==> config.mk <==
export PLATFORM = sky130hd
export DESIGN_NAME = instr_mem_loader
export DESIGN_NICKNAME = d
export VERILOG_FILES = /design/src/rtl/instr_mem_loader.sv
export SDC_FILE = /design/constraint.sdc
export NUM_CORES = 1
export LEC_CHECK = 0
export ABC_CLOCK_PERIOD_IN_PS = 2700
export CAP_MARGIN = 20
export CORE_MARGIN = 8
export CORE_UTILIZATION = 54
export CTS_CLUSTER_DIAMETER = 50
export CTS_CLUSTER_SIZE = 25
export DETAILED_ROUTE_END_ITERATION = 8
export GPL_TIMING_DRIVEN = 0
export HOLD_SLACK_MARGIN = 0.05
export PLACE_DENSITY = 0.79
export REMOVE_ABC_BUFFERS = 1
export SLEW_MARGIN = 20
export SYNTH_ARGS = -nofsm -noshare
export SYNTH_HDL_FRONTEND = slang
export SYNTH_SLANG_ARGS = --single-unit
export TNS_END_PERCENT = 5
==> constraint.sdc <==
create_clock -name clk -period 2.7 [get_ports clk]
set_clock_uncertainty 0.15 [all_clocks]
set_input_delay 0.54 -clock clk [delete_from_list [all_inputs] [get_ports clk]]
set_output_delay 0.54 -clock clk [all_outputs]
set_load 0.03 [all_outputs]
==> src/rtl/instr_mem_loader.sv <==
// instr_mem_loader: assembles a little-endian byte stream from the host link
// into 32-bit instructions and writes them to the instruction memory from
// word 0 upward, holding the core while a load is in progress.
// Optional macro LOADER_CHECKSUM_EN adds a trailing XOR checksum byte.
module instr_mem_loader #(
  parameter int unsigned DEPTH  = 30,
  parameter int unsigned ADDR_W = 5
) (
  input  logic              clk,
  input  logic              rst_n,
  input  logic              Start,
  input  logic [7:0]        Byte_in,
  input  logic              Byte_valid,
  output logic              Byte_ready,
  output logic              Wr_en,
  output logic [ADDR_W-1:0] Wr_addr,
  output logic [31:0]       Wr_data,
  output logic              Cpu_hold,
  output logic              Done,
  output logic              Err
);

  typedef enum logic [2:0] {
    S_IDLE,
    S_LEN,
    S_DATA,
    S_WRITE,
`ifdef LOADER_CHECKSUM_EN
    S_CHK,
`endif
    S_DONE,
    S_ERR
  } state_e;

  state_e            state_q, state_d;
  logic [7:0]        len_q, len_d;
  logic [ADDR_W-1:0] word_cnt_q, word_cnt_d;
  logic [1:0]        byte_cnt_q, byte_cnt_d;
  logic [31:0]       word_q, word_d;
`ifdef LOADER_CHECKSUM_EN
  logic [7:0]        chk_q, chk_d;
`endif
  logic              byte_ready_q, byte_ready_d;
  logic              wr_en_q, wr_en_d;
  logic [ADDR_W-1:0] wr_addr_q, wr_addr_d;
  logic [31:0]       wr_data_q, wr_data_d;
  logic              cpu_hold_q, cpu_hold_d;
  logic              done_q, done_d;
  logic              err_q, err_d;
  logic              accept_c;

  assign accept_c = Byte_valid && byte_ready_q;

  // Next-state, datapath and registered-output computation.
  always_comb begin
    state_d    = state_q;
    len_d      = len_q;
    word_cnt_d = word_cnt_q;
    byte_cnt_d = byte_cnt_q;
    word_d     = word_q;
`ifdef LOADER_CHECKSUM_EN
    chk_d      = chk_q;
`endif
    case (state_q)
      S_IDLE, S_DONE, S_ERR: begin
        if (Start) begin
          state_d    = S_LEN;
          word_cnt_d = '0;
          byte_cnt_d = '0;
`ifdef LOADER_CHECKSUM_EN
          chk_d      = '0;
`endif
        end
      end
      S_LEN: begin
        if (accept_c) begin
          if (Byte_in == 8'd0 || Byte_in > 8'(DEPTH)) begin
            state_d = S_ERR;
          end else begin
            len_d   = Byte_in;
            state_d = S_DATA;
          end
        end
      end
      S_DATA: begin
        if (accept_c) begin
          // Shift in from the top so byte 0 ends up in bits [7:0].
          word_d     = {Byte_in, word_q[31:8]};
          byte_cnt_d = 2'(byte_cnt_q + 2'd1);
`ifdef LOADER_CHECKSUM_EN
          chk_d      = chk_q ^ Byte_in;
`endif
          if (byte_cnt_q == 2'd3) state_d = S_WRITE;
        end
      end
      S_WRITE: begin
        // Counter stops at N-1 so it never points past the image.
        if ((8'(word_cnt_q) + 8'd1) == len_q) begin
`ifdef LOADER_CHECKSUM_EN
          state_d = S_CHK;
`else
          state_d = S_DONE;
`endif
        end else begin
          word_cnt_d = ADDR_W'(word_cnt_q + 1'b1);
          byte_cnt_d = '0;
          state_d    = S_DATA;
        end
      end
`ifdef LOADER_CHECKSUM_EN
      S_CHK: begin
        if (accept_c) state_d = (Byte_in == chk_q) ? S_DONE : S_ERR;
      end
`endif
      default: state_d = S_IDLE;
    endcase

    // Outputs registered from the next state so they line up with it.
    byte_ready_d = (state_d == S_LEN) || (state_d == S_DATA)
`ifdef LOADER_CHECKSUM_EN
                   || (state_d == S_CHK)
`endif
                   ;
    wr_en_d    = (state_d == S_WRITE);
    wr_addr_d  = wr_en_d ? word_cnt_q : wr_addr_q;
    wr_data_d  = wr_en_d ? word_d : wr_data_q;
    done_d     = (state_d == S_DONE);
    err_d      = (state_d == S_ERR);
    cpu_hold_d = (state_d != S_IDLE) && (state_d != S_DONE);
  end

  // State and output registers.
  always_ff @(posedge clk or negedge rst_n) begin
    if (!rst_n) begin
      state_q      <= S_IDLE;
      len_q        <= '0;
      word_cnt_q   <= '0;
      byte_cnt_q   <= '0;
      word_q       <= '0;
`ifdef LOADER_CHECKSUM_EN
      chk_q        <= '0;
`endif
      byte_ready_q <= 1'b0;
      wr_en_q      <= 1'b0;
      wr_addr_q    <= '0;
      wr_data_q    <= '0;
      cpu_hold_q   <= 1'b0;
      done_q       <= 1'b0;
      err_q        <= 1'b0;
    end else begin
      state_q      <= state_d;
      len_q        <= len_d;
      word_cnt_q   <= word_cnt_d;
      byte_cnt_q   <= byte_cnt_d;
      word_q       <= word_d;
`ifdef LOADER_CHECKSUM_EN
      chk_q        <= chk_d;
`endif
      byte_ready_q <= byte_ready_d;
      wr_en_q      <= wr_en_d;
      wr_addr_q    <= wr_addr_d;
      wr_data_q    <= wr_data_d;
      cpu_hold_q   <= cpu_hold_d;
      done_q       <= done_d;
      err_q        <= err_d;
    end
  end

  assign Byte_ready = byte_ready_q;
  assign Wr_en      = wr_en_q;
  assign Wr_addr    = wr_addr_q;
  assign Wr_data    = wr_data_q;
  assign Cpu_hold   = cpu_hold_q;
  assign Done       = done_q;
  assign Err        = err_q;

endmodule

## Word-level counts from Yosys, hierarchy flattened

Index checks and enable logic that the tools add are counted.

| storage, ports and cells | value |
|---|---|
| bits in registers | 92 |
| word-level logic and storage cells | 62 |
| input port bits | 12 |

| cells by class | value |
|---|---|
| bitwise operators | 1 |
| reductions and logical operators | 13 |
| $add $sub $neg | 3 |
| equality and inequality tests | 16 |
| muxes and demuxes | 16 |
| order comparisons | 1 |

Operators by type and width:

| operator | count |
|---|---|
| $mux 32 | 2 |
| $mux 3 | 6 |
| $eq 3x2->1 const B | 4 |
| $eq 3x3->1 const B | 4 |
| $pmux 3 s4 | 1 |
| $mux 5 | 2 |
| $pmux 5 s2 | 1 |
| $eq 6x8->1 | 1 |
| $gt 8x5->1 const B | 1 |
| $logic_not 8->1 | 1 |
| $add 5x1->6 const B | 1 |
| $eq 3x1->1 const B | 2 |
| $mux 2 | 3 |
| $ne 2x2->1 const B | 3 |
| $pmux 2 s3 | 1 |
| $reduce_and 3->1 | 2 |
| $reduce_bool 3->1 | 2 |
| $add 5x1->5 const B | 1 |
| $reduce_and 4->1 | 1 |
| $logic_not 3->1 | 1 |
| $ne 3x3->1 const B | 1 |
| $reduce_or 3->1 | 1 |
| $add 2x1->2 const B | 1 |
| $eq 2x2->1 const B | 1 |
| 4 further kinds | 6 |

## Logic depth before layout (Yosys ltp)

| logic depth | value |
|---|---|
| depth in word-level cells | 7 |
| depth in mapped cells | 9 |

## Least setup slack after synthesis

No wires, ideal clock.

| timing | value |
|---|---|
| path kind | register to register |
| from | register word_cnt_q[0] |
| to | register byte_cnt_q[0] |
| required time | 2476 ps |
| slack | 296 ps |
| setup time | 74 ps |
| stages on the path, launching flop included | 8 |
| buffers on the path | 0 |
| arrival time | 2180 ps |
| cell sequence | dfrtp_1 > ha_1 > xor2_1 > or4_4 > nor4b_4 > nand2_1 > or3_4 > o21ai_2 |

| on the way | value |
|---|---|
| longest elaborated chain between the ends | 4 |

Ends and longest elaborated chain:

| what | RTL line | text |
|---|---|---|
| from (decl) | 37 | `logic [ADDR_W-1:0] word_cnt_q, word_cnt_d;` |
| from (signal assigned) | 153 | `word_cnt_q <= word_cnt_d;` |
| $add 5x1->6 | 98 | `if ((8'(word_cnt_q) + 8'd1) == len_q) begin` |
| $eq 6x8->1 | 98 |  |
| $ne 2x2->1 (no line) | -- |  |
| $reduce_and 4->1 (no line) | -- |  |
| to (signal assigned) | 154 | `byte_cnt_q <= byte_cnt_d;` |
| to (decl) | 38 | `logic [1:0] byte_cnt_q, byte_cnt_d;` |

No other way between the ends.
A chain may end at the register's enable or synchronous reset.

## Worst setup path after layout

| timing | value |
|---|---|
| from | register word_cnt_q[0] |
| to | register done_q, in the netlist Done |

| on the way | value |
|---|---|
| longest elaborated chain between the ends | 5 |

Ends and longest elaborated chain:

| what | RTL line | text |
|---|---|---|
| $add 5x1->6 | 98 |  |
| $eq 6x8->1 | 98 |  |
| $mux 3 | 98 |  |
| $pmux 3 s4 | 64 | `case (state_q)` |
| $eq 3x3->1 | 127 | `done_d = (state_d == S_DONE);` |
| named net done_d | 48 | `logic done_q, done_d;` |
| to (signal assigned) | 164 | `done_q <= done_d;` |
| to (decl) | 48 |  |

The timed path passes the listed nets, and every way through them passes these cells.

==> metrics.txt <==
layout cells sized above 1=0.299; # fillers=513; setup TNS=0 ps; number of remaining DRC errors=0; crit-path leading delay family=simple AND/OR/NAND/NOR gates; maximum vdd ir drop=0.000416 V; area of the core=6790 um2; routability-driven placement congestion ratio=0.759; CP arrival=2640 ps; CP Depth=7; Gate Count Post-Synth=278; Final Hold Vio Count=0; min Tclk post-route=2530 ps; Max FO, Critical Path=7; Layout Area Growth over Synthesis=23.3%; vias in the first global route=2494; max_slew headroom=0.629; initial core utilization=0.555; Buf+Inv Stages, Crit Path=0; Skew-Pair Late Insertion Delay=350 ps; root buffer cell=clkbuf_8; Worst Setup End Kind=flop; Final Cycle Share=0.937; full die area=9920 um2; HP Class=reg -> reg; setup violators final=0; Worst Hold Depth=2; GRT Resource Usage Total=0.155; Synth Flop Type=dfrtp_1; Seq/Total Area, Yosys=0.610; total CTS buffers=9; Max Clk Rate=395 MHz; DR WL/cell=16.1 um; Min-Delay Startpoint=Wr_addr[0]; slew at the pin closest to its max-slew limit=557 ps; status=finished clean; fin nets=348; Final Total Pwr=3.29 mW; worst reg2reg path depth=7; antenna violations before repair=0; Setup CP Type=reg -> reg; drt first pass iters=4; Die Width=99.6 um; RSZ-0062 raised after global routing=false; Port Buffers=53; GR Overflow Total=0; H-tree levels=3; Post-synth EDFFs=0; final instance count without filler cells=434; clock tree buffer depth=2; leakage=2.23 nW; DP HPWL=4.83 mm; initial drt markers=66; async set or reset register ratio after synthesis=1.00; FF-to-FF setup slack=170 ps; Vias per Instance=5.29; synth warn=0; RR Endpoint=Done; Hold Path End=Wr_addr[0]; first-pass GRT wire length=12.1 mm; largest net degree at the start of global routing=50; diode count=0; Clock Sinks=92; total of max-cap violations=0; Detail Route Antenna Nets=0; Critical-path top delay cell=dfrtp_2; Yosys reg bits=92; Max Slew Vio Count=0; Startpoint Class=flop; Total Wirelength=6.98 mm; CP max stage delay=470 ps; worst path required time=2810 ps; num rows=30; power per cell area=708 nW/um2; crit-path cells=ha_1 > xor2_1 > or4_4 > nor4b_4 > nand2_1 > or3_4 > o21ai_0; synthesized cell area=3770 um2; syn avg cell area=13.6 um2; Netlist cell types=41; worst r2r src=word_cnt_q[0]; DR vias=2298; num ports=54; Clock transition at path regs=80 ps; chip height=99.6 um; Placed Cells=417; CTS tree=yes
## final cells by class
class	count	area, um2	area share
repair buffers	57	601	0.129
flip-flops and latches	92	2300	0.496
well taps	96	120	0.0258
multi-input cells	167	1390	0.298
clock buffers	10	128	0.0274
clock inverters	5	85.1	0.0183
inverters	7	26.3	0.00565
## logic make-up (layout without fill, tap and decap cells)
logic type | count (synthesis) | in the layout | share of synthesized area
mux | 69 | 69 | 0.206
buf+inv | 19 | 79 | 0.0242
simple gates | 59 | 59 | 0.0846
compound gates | 31 | 31 | 0.0544
xor+xnor | 6 | 6 | 0.0139
fa+ha+maj | 2 | 2 | 0.00663
flops | 92 | 92 | 0.610
## power by group
part / switching, mW / internal, mW / total (mW)
logic: 0.352 / 0.304 / 0.657
registers: 0.121 / 1.52 / 1.64
clock network: 0.473 / 0.524 / 0.997
total: 0.947 / 2.35 / 3.29
## repair_timing
item	4_1_cts	5_1_grt
pin swaps	1	0
endpoints found under the hold margin	43	0
resized for setup	0	3
hold buffers	1	0
setup buffers	1	0
endpoints found under the setup margin	39	20
## through the flow
step                instance area [um2]  setup WS [ps]  hold WS (ps)  utilization
floorplan                          3710           -538          94.4            -
global placement                   4360          -2320           311        0.641
detailed placement                 4420           -866           317        0.650
CTS                                4650            104           338        0.684
global route                       4650           18.0           352        0.685
finish                             4650            171           334        0.685
## worst max path at each step
stage,from,end
2_1_floorplan,state_q[1],Wr_data[0]
3_3_place_gp,rst_n,Wr_addr[0]
3_5_place_dp,Byte_valid,Wr_data[28]
4_1_cts,state_q[1],Wr_data[8]
5_1_grt,word_cnt_q[0],Done
6_report,word_cnt_q[0],Done
## sequential cells by signal, summed over array words and instances, names as in the netlist
name        flops
Wr_en           1
state_q         3
byte_cnt_q      2
word_q         32
Wr_addr         5
Byte_ready      1
len_q           8
Done            1
Cpu_hold        1
word_cnt_q      5
Wr_data        32
Err             1
## layer usage
metal	GRT usage	wire, um
met1	0.179	3010
met2	0.244	3330
met3	0.0594	499
met4	0.0815	136
met5	0	0
## cells in the final DEF (no fill, tap or decap), types with 2 or more instances in the layout
cell	n
dfrtp_1	90
mux2_2	69
clkdlybuf4s50_1	52
nand2_1	25
a21oi_1	11
nor2_1	10
clkbuf_8	9
inv_1	6
o21ai_0	6
and2_1	4
xor2_1	3
xnor2_1	3
nand2b_1	2
and3_1	2
nand3_1	2
a41o_1	2
a311oi_1	2
o21ai_2	2
ha_1	2
bufinv_16	2
inv_6	2
buf_4	2
buf_16	2
dfrtp_2	2
## worst register-to-register path: stages (launching register included)
cell	delay, ps
dfrtp_2	470
ha_1	350
xor2_1	150
or4_4	430
nor4b_4	330
nand2_1	100
or3_4	380
o21ai_0	100
## cell usage after synthesis, drive strengths merged, types with 3 or more instances
| library cell | count | area [um2] |
|---|---|---|
| inv | 7 | 26.3 |
| buf | 9 | 53.8 |
| a21oi | 12 | 63.8 |
| xnor2 | 3 | 26.3 |
| xor2 | 3 | 26.3 |
| and2 | 4 | 25.0 |
| nor2 | 10 | 37.5 |
| or3 | 3 | 23.8 |
| mux2 | 69 | 777 |
| nor3 | 3 | 25.0 |
| o21ai | 8 | 47.6 |
| nand2 | 25 | 93.8 |
| clkbuf | 3 | 11.3 |
| dfrtp | 92 | 2300 |
| nand2b | 3 | 21.3 |
(Power assumes the default switching activity.)
